==> src/rtl/run_length_detector_if.sv <==
// Bundle for the run_length_detector's sample inputs and its status outputs.
// The master side drives the samples; the detector attaches as the slave side.
interface run_length_detector_if #(
    parameter int RUN_LEN = 4,
    parameter int CNT_W   = 8,
    parameter int LW      = $clog2(RUN_LEN + 1)
);
    logic               en;
    logic               din;
    logic [1:0]         mode;
    logic               overlap;
    logic               match;
    logic               match_val;
    logic [LW-1:0]      run_len;
    logic [RUN_LEN-1:0] hist;
    logic [CNT_W-1:0]   det_count;

    modport master (
        output en, din, mode, overlap,
        input  match, match_val, run_len, hist, det_count
    );

    modport slave (
        input  en, din, mode, overlap,
        output match, match_val, run_len, hist, det_count
    );
endinterface

==> src/rtl/run_length_detector.sv <==
// Serial run/pattern detector. It tracks the length of the current qualifying run
// and raises a registered match when RUN_LEN samples have been seen.
module run_length_detector #(
    parameter  int RUN_LEN = 4,
    parameter  int CNT_W   = 8,
    localparam int LW      = $clog2(RUN_LEN + 1)
) (
    input logic                   clk,
    input logic                   rst,
    run_length_detector_if.slave  bus
);

    typedef enum logic [1:0] {
        MODE_EQ    = 2'b00,
        MODE_ONES  = 2'b01,
        MODE_ZEROS = 2'b10,
        MODE_ALT   = 2'b11
    } mode_e;

    localparam logic [LW-1:0]    RUN_MAX = LW'(RUN_LEN);
    localparam logic [CNT_W-1:0] CNT_MAX = '1;

    logic               match_q, match_val_q, last_bit_q, valid_q, overlap_unused;
    logic [LW-1:0]      run_len_q;
    logic [RUN_LEN-1:0] hist_q;
    logic [CNT_W-1:0]   det_count_q;
    mode_e              mode_q;

    mode_e              mode_in;
    logic               cont, restart, qualifier, match_n;
    logic [LW-1:0]      run_n;

    assign mode_in        = mode_e'(bus.mode);
    assign overlap_unused = 1'b0;

    // NOTE: always_comb gives every signal a default first so no path can infer a latch.
    always_comb begin
        cont      = 1'b0;
        qualifier = 1'b1;
        restart   = 1'b0;
        run_n     = run_len_q;
        match_n   = 1'b0;

        if (mode_in == MODE_ALT) cont = (bus.din != last_bit_q);
        else                     cont = (bus.din == last_bit_q);

        unique case (mode_in)
            MODE_ONES:  qualifier = bus.din;
            MODE_ZEROS: qualifier = ~bus.din;
            default:    qualifier = 1'b1;
        endcase

        // A consumed run in non-overlapping mode restarts even if the pattern continues.
        restart = !valid_q || !cont || (mode_in != mode_q) || (!bus.overlap && match_q);

        if (restart)                  run_n = LW'(1);
        else if (run_len_q < RUN_MAX) run_n = run_len_q + LW'(1);
        else                          run_n = RUN_MAX;

        match_n = bus.en && (run_n == RUN_MAX) && qualifier;
    end

    // NOTE: sequential state uses non-blocking assignments so all registers update together.
    always_ff @(posedge clk) begin
        if (!rst) begin
            match_q     <= 1'b0;
            match_val_q <= 1'b0;
            run_len_q   <= '0;
            hist_q      <= '0;
            det_count_q <= '0;
            last_bit_q  <= 1'b0;
            valid_q     <= 1'b0;
            mode_q      <= MODE_EQ;
        end else begin
            match_q <= match_n;
            if (bus.en) begin
                hist_q     <= {hist_q[RUN_LEN-2:0], bus.din};
                last_bit_q <= bus.din;
                valid_q    <= 1'b1;
                run_len_q  <= run_n;
                mode_q     <= mode_in;
                if (match_n) begin
                    match_val_q <= bus.din;
                    if (det_count_q != CNT_MAX) det_count_q <= det_count_q + CNT_W'(1);
                end
            end
        end
    end

    assign bus.match     = match_q;
    assign bus.match_val = match_val_q;
    assign bus.run_len   = run_len_q;
    assign bus.hist      = hist_q;
    assign bus.det_count = det_count_q;

endmodule
==> src/flat_wrapper.sv <==
// flat-port wrapper written by rule: the top's interface ports become plain ports
module run_length_detector_flat 
#(
    parameter  int RUN_LEN = 4,
    parameter  int CNT_W   = 8,
    localparam int LW      = $clog2(RUN_LEN + 1)
)
  (clk, rst, bus_en, bus_din, bus_mode, bus_overlap, bus_match, bus_match_val, bus_run_len, bus_hist, bus_det_count);
  run_length_detector_if #(.RUN_LEN(RUN_LEN), .CNT_W(CNT_W)) bus_i ();
  input logic clk;
  input logic rst;
  input wire logic [$bits(bus_i.en)-1:0] bus_en;
  input wire logic [$bits(bus_i.din)-1:0] bus_din;
  input wire logic [$bits(bus_i.mode)-1:0] bus_mode;
  input wire logic [$bits(bus_i.overlap)-1:0] bus_overlap;
  output wire logic [$bits(bus_i.match)-1:0] bus_match;
  output wire logic [$bits(bus_i.match_val)-1:0] bus_match_val;
  output wire logic [$bits(bus_i.run_len)-1:0] bus_run_len;
  output wire logic [$bits(bus_i.hist)-1:0] bus_hist;
  output wire logic [$bits(bus_i.det_count)-1:0] bus_det_count;
  assign bus_i.en = bus_en;
  assign bus_i.din = bus_din;
  assign bus_i.mode = bus_mode;
  assign bus_i.overlap = bus_overlap;
  assign bus_match = bus_i.match;
  assign bus_match_val = bus_i.match_val;
  assign bus_run_len = bus_i.run_len;
  assign bus_hist = bus_i.hist;
  assign bus_det_count = bus_i.det_count;
  run_length_detector #(.RUN_LEN(RUN_LEN), .CNT_W(CNT_W)) u_core (.clk(clk), .rst(rst), .bus(bus_i));
endmodule
==> config.mk <==
export PLATFORM = sky130hd
export DESIGN_NAME = run_length_detector_flat
export DESIGN_NICKNAME = d
export VERILOG_FILES = /design/src/rtl/run_length_detector_if.sv /design/src/rtl/run_length_detector.sv /design/src/flat_wrapper.sv
export SDC_FILE = /design/constraint.sdc
export NUM_CORES = 1
export LEC_CHECK = 0
export ABC_AREA = 0
export CAP_MARGIN = 10
export CORE_UTILIZATION = 39
export DETAILED_ROUTE_END_ITERATION = 6
export PLACE_DENSITY_LB_ADDON = 0.12
export SKIP_CTS_REPAIR_TIMING = 1
export SYNTH_ARGS = -nofsm -noshare
export SYNTH_HDL_FRONTEND = slang
export SYNTH_SLANG_ARGS = --single-unit
==> constraint.sdc <==
create_clock -name clk -period 2.2 [get_ports clk]
set_clock_uncertainty 0.05 [all_clocks]
set_input_delay 0.44 -clock clk [delete_from_list [all_inputs] [get_ports clk]]
set_output_delay 0.44 -clock clk [all_outputs]
set_load 0.02 [all_outputs]
==> run summary, run 1 <==
Hold path start: u_core.valid_q$_SDFFE_PN0P_
Number of distinct library cells after synthesis: 34
Routability Congestion: 0.744
Final cell count without fillers: 164
Layout cells sized above 1: 0.127
Peak VDD IR: 359 uV
Critical Path Fanout Max: 8
Vias in the first global route: 775
Clock sink count: 20
Final hold violation count: 0
Post-synthesis cell count: 107
Vias per cell: 5.10
Worst EP arrival: 2260 ps
Die height: 52.8 um
Sw power: 0.160 mW
Top Family by Delay on Critical Path: simple AND/OR/NAND/NOR gates
Critical path buffers and inverters: 0
Max-slew violations: 0
Cell area after placement: 0.00126 mm^2
Antenna violations before repair: 0
Drt wl/cell: 12.3 um
Core ar.: 0.00245 mm^2
Clock power share: 0.323
Synth Register Bits: 20
Final period util: 0.940
Worst rel slew slack: 0.699
Pwr dens: 498 mW/mm^2
Setup ws final: 133 ps
Slowest stage delay, CP: 360 ps
Layout Cell Area excl Fill: 0.00134 mm^2
Tot GR Track Use: 0.166
First-pass GRT wire length: 3.39 mm
Syn Nets: 119
H-tree Lvls: 1
Minimum clock period: 2070 ps
Pre-CTS setup slack: -609 ps
Internal Power: 0.508 mW
Worst skew pair latency: 300 ps
Crit path cell chain: ha_1 > and3b_1 > o221ai_4 > nor3_4 > a21boi_1 > mux2i_1
Gr ovfl total: 0
Clock transition at the registers of the reported paths: 120 ps
Row Count: 18
Post-synth EDFFs: 0
Met1 GRT Util: 0.231
Clock root cell: clkbuf_4
Met2 Usage GRT: 0.253
Yosys warning total: 0
Cell Area, Synth: 0.00100 mm^2
Die width: 52.8 um
Status: completed
DIE AREA: 0.00278 mm^2
CP startpoint: u_core.bus.run_len[0]$_SDFFE_PN0P_
Seq/Total Area, Yosys: 0.399
Crit end category: flip-flop
Met3 Usage GRT: 0.0261
Largest area contributor in the netlist: dfxtp_1
Synth Flop Type: dfxtp_1
Clock buffer depth: 2
Sequential share of power: 0.561
TritonCTS clock tree: built
Layout area overhead: 33.6%
N_diodes: 0
I/O Buffers: 23
Asr flop ratio synth: 0
Antenna viol nets, final: 0
Pin count of the biggest net entering global routing: 15
Pleak: 0.558 nW
Num CTS Buffers: 3
Initial Util: 0.409
DR vias: 836
Switching Share: 0.240
Ports: 24
DR iter-0 viols: 8
Worst-path cell with the longest stage delay: dfxtp_1
Worst flop-to-flop path startpoint: u_core.bus.run_len[0]$_SDFFE_PN0P_
Yosys top cell area share: 0.399
Placed cell count: 157
Fmax: 484 MHz
Drt first pass iters: 4
CP startpoint kind: flip-flop
Synth top area cells: dfxtp_1 (40%), mux2i_1 (11%), ha_1 (6.2%)
Max-cap violation count: 0
Worst slew pin tran: 451 ps
DRC Markers: 0
Routed Wire Length: 2.02 mm
Layer with the highest usage: met2
Combinational power share: 0.115
Hold Path Class: flip-flop to flip-flop
Critical Path RT: 2390 ps
Fin nets: 147
Setup violations, final: 0
Crit path kind: flip-flop to flip-flop
Final HPWL DP: 1.45 mm
Mean Syn Cell Area: 9.39 um^2
[routing by layer]
layer	wire, um	part of all wire
met5	0	0
met4	26	0.013
met3	57	0.028
met2	931	0.46
met1	1010	0.50
[cells in the mapped netlist, drive strengths merged (2+ instances only)]
cell type	number
dfxtp	20
nor2	12
mux2i	11
nand2	7
ha	5
inv	5
nand3	5
buf	4
nor3	4
xnor2	4
a21oi	3
nand2b	3
a211oi	2
and2	2
clkbuf	2
o21ai	2
or2	2
[cell families after synthesis]
group	after synthesis	share of synthesized area
and+or+nand+nor	39	0.196
DFF	20	0.399
AOI/OAI and AO/OA	16	0.136
muxes	12	0.121
buffers and inverters	11	0.0523
adders and majority gates	5	0.0623
xor gates and xnor gates	4	0.0349
[area by class of cell]
| class | count | area [um^2] |
|---|---|---|
| Sequential cell | 20 | 400 |
| Multi-Input combinational cell | 76 | 569 |
| Tap cell | 30 | 37.5 |
| Inverter | 5 | 18.8 |
| Fill cell | 233 | 1110 |
| Clock buffer | 4 | 36.3 |
| Timing Repair Buffer | 29 | 280 |
[through the flow]
| stage | TNS [ps] | hold WS [ps] | util | power, mW |
|---|---|---|---|---|
| 5_1_grt | -0.939 | 495 | 0.547 | 0.698 |
| 3_5_place_dp | -4250 | 432 | 0.514 | 0.459 |
| 3_3_place_gp | -3720 | 419 | 0.514 | 0.457 |
| 6_report | 0 | 446 | 0.547 | 0.668 |
| 2_1_floorplan | 0 | 384 | - | 0.426 |
| 4_1_cts | -1280 | 451 | 0.529 | 0.676 |
[tightest hold or removal path: stages, from the launching register on]
cell	delay, ps
dfxtp_1	340
nor2_1	90
nor2_1	40
[registers in the layout, indices dropped and copies added, names as in the netlist]
register and cells:
u_core.bus.det_count 8, u_core.bus.hist 4, u_core.bus.run_len 3, u_core.mode_q 2
u_core.bus.match 1, u_core.bus.match_val 1, u_core.valid_q 1
[final timing paths]
kind	endpoint	slack, ps	cells past startpoint
worst max-delay path	u_core.bus.det_count[1]$_SDFFE_PN0P_	130	6
worst min-delay path	u_core.valid_q$_SDFFE_PN0P_	450	2
worst max register to register	u_core.bus.det_count[1]$_SDFFE_PN0P_	130	6
worst min register to register	u_core.valid_q$_SDFFE_PN0P_	450	2
[cell usage in the layout (no fill, tap or decap), types with 2 or more instances in the layout]
cell,instances
a21oi_1,3
clkbuf_4,3
mux2i_1,11
ha_1,5
nand2b_1,3
or2_2,2
a211oi_1,2
xnor2_1,4
dfxtp_1,20
inv_1,5
clkdlybuf4s50_1,21
buf_4,6
nor3_1,3
nor2_1,12
and2_1,2
dlymetal6s2s_1,2
nand3_1,5
nand2_1,7
o21ai_0,2
[power groups by stage]
| stage | Clock, mW | Combinational (mW) | Sequential [mW] |
|---|---|---|---|
| floorplan | 0 | 0.0413 | 0.385 |
| global placement | 0 | 0.0738 | 0.383 |
| detailed placement | 0 | 0.0754 | 0.384 |
| CTS | 0.225 | 0.0760 | 0.375 |
| global route | 0.236 | 0.0853 | 0.377 |
| finish | 0.216 | 0.0771 | 0.375 |
(Power assumes the default switching activity.)
==> run 2: changes to the inputs <==
Settings changed: ABC_AREA 0 to not set.
==> results of run 2 <==
Final layout, timing and power as in run 1 (identical DEF).
==> run 3: changes to the inputs <==
Settings changed: SETUP_SLACK_MARGIN set to 0.05.
==> run summary, run 3 (same netlist as run 1, synthesis figures left out) <==
Worst slew pin tran: 449 ps
Gr ovfl total: 0
DR iter-0 viols: 14
Pin count of the biggest net entering global routing: 15
Worst R2R Setup Slack: 180 ps
Status: completed
First-pass GRT wire length: 3.39 mm
Antenna violations before repair: 0
Critical Path RT: 2380 ps
Fin nets: 149
Worst rel slew slack: 0.700
Drt wl/cell: 12.3 um
Critical Path Fanout Max: 8
I/O Buffers: 23
Final HPWL DP: 1.45 mm
DR vias: 840
Worst skew pair latency: 300 ps
Worst EP arrival: 2200 ps
Final period util: 0.920
Crit end category: flip-flop
Tot GR Track Use: 0.166
Clock root cell: clkbuf_4
Pleak: 0.569 nW
Initial Util: 0.409
N_diodes: 0
Row Count: 18
Pwr dens: 493 mW/mm^2
Filler Cell Count: 230
Pre-CTS setup slack: -609 ps
Most common cell after layout, fill and taps aside: clkdlybuf4s50_1
Final hold violation count: 0
Fmax: 494 MHz
Cell area after placement: 0.00126 mm^2
Routed Wire Length: 2.04 mm
Max-slew violations: 0
RSZ-0062 raised after global routing: false
CP startpoint kind: flip-flop
Clock buffer depth: 2
Drt first pass iters: 4
Num CTS Buffers: 3
Layout Cell Area excl Fill: 0.00136 mm^2
Fin util: 0.553
Max-cap violation count: 0
H-tree Lvls: 1
Slowest stage delay, CP: 360 ps
Setup violations, final: 0
Peak VDD IR: 359 uV
Worst reg2reg path depth: 7
Clock transition at the registers of the reported paths: 120 ps
DRC Markers: 0
CP startpoint: u_core.bus.run_len[0]$_SDFFE_PN0P_
Reg2reg end: u_core.bus.det_count[6]$_SDFFE_PN0P_
Die height: 52.8 um
Vias per cell: 5.06
Crit path cell chain: ha_1 > and3b_1 > o221ai_4 > nor3_4 > buf_4 > a41oi_2 > a311oi_2
Final Power: 0.669 mW
Worst-path cell with the longest stage delay: dfxtp_1
Setup ws final: 176 ps
Antenna viol nets, final: 0
Layout area overhead: 35.1%
Minimum clock period: 2020 ps
Clock sink count: 20
TritonCTS clock tree: built
Fin Hold WS: 446 ps
Setup crit end: u_core.bus.det_count[6]$_SDFFE_PN0P_
DIE AREA: 0.00278 mm^2
Most frequent cells in the layout: clkdlybuf4s50_1 (21), dfxtp_1 (20), nor2_1 (12)
Worst flop-to-flop path startpoint: u_core.bus.run_len[0]$_SDFFE_PN0P_
Die width: 52.8 um
Hold Path Class: flip-flop to flip-flop
Crit path kind: flip-flop to flip-flop
Routability Congestion: 0.744
Ports: 24
Layout cells sized above 1: 0.140
Core ar.: 0.00245 mm^2
Vias in the first global route: 775
Max reg flops: 8
run 3: how the worst min path moves through the flow:
stage                                              to  cells after the start                         from  slack, ps
after floorplan           u_core.valid_q$_SDFFE_PN0P_                      2  u_core.valid_q$_SDFFE_PN0P_        380
after global routing      u_core.valid_q$_SDFFE_PN0P_                      2  u_core.valid_q$_SDFFE_PN0P_        490
after global placement    u_core.valid_q$_SDFFE_PN0P_                      2  u_core.valid_q$_SDFFE_PN0P_        420
after CTS                 u_core.valid_q$_SDFFE_PN0P_                      2  u_core.valid_q$_SDFFE_PN0P_        450
final                     u_core.valid_q$_SDFFE_PN0P_                      2  u_core.valid_q$_SDFFE_PN0P_        450
after detailed placement  u_core.valid_q$_SDFFE_PN0P_                      2  u_core.valid_q$_SDFFE_PN0P_        430
run 3: critical path, delay by kind of cell (launching register included):
family          cells  cell delay [ps]
simple gates        2              580
compound gates      3              460
flops               1              360
fa+ha+maj           1              320
buf+inv             1              170
run 3: cell type report:
type | instances | area (um^2) | share of cell area
Clock buffer | 4 | 36.3 | 0.0267
Inverter | 5 | 18.8 | 0.0138
Multi-Input combinational cell | 76 | 569 | 0.419
Sequential cell | 20 | 400 | 0.295
Tap cell | 30 | 37.5 | 0.0276
Timing Repair Buffer | 31 | 295 | 0.218
run 3: through the flow:
step | TNS [ps] | cells
after global placement | -3720 | 157
final | 0 | 166
after detailed placement | -4250 | 157
after CTS | -1280 | 161
after floorplan | 0 | 107
after global routing | 0 | 166
run 3: layer usage:
layer	GRT usage	part of all wire	vias up
li1	-	-	431
met4	0.0658	0.012	0
met2	0.253	0.46	20
met3	0.0261	0.029	4
met1	0.231	0.50	385
met5	0	0	-
run 3: power breakdown:
part	internal [mW]	total (mW)	switching, mW
clock network	0.101	0.216	0.116
registers	0.369	0.375	0.00607
logic	0.0380	0.0773	0.0393
total	0.508	0.669	0.161
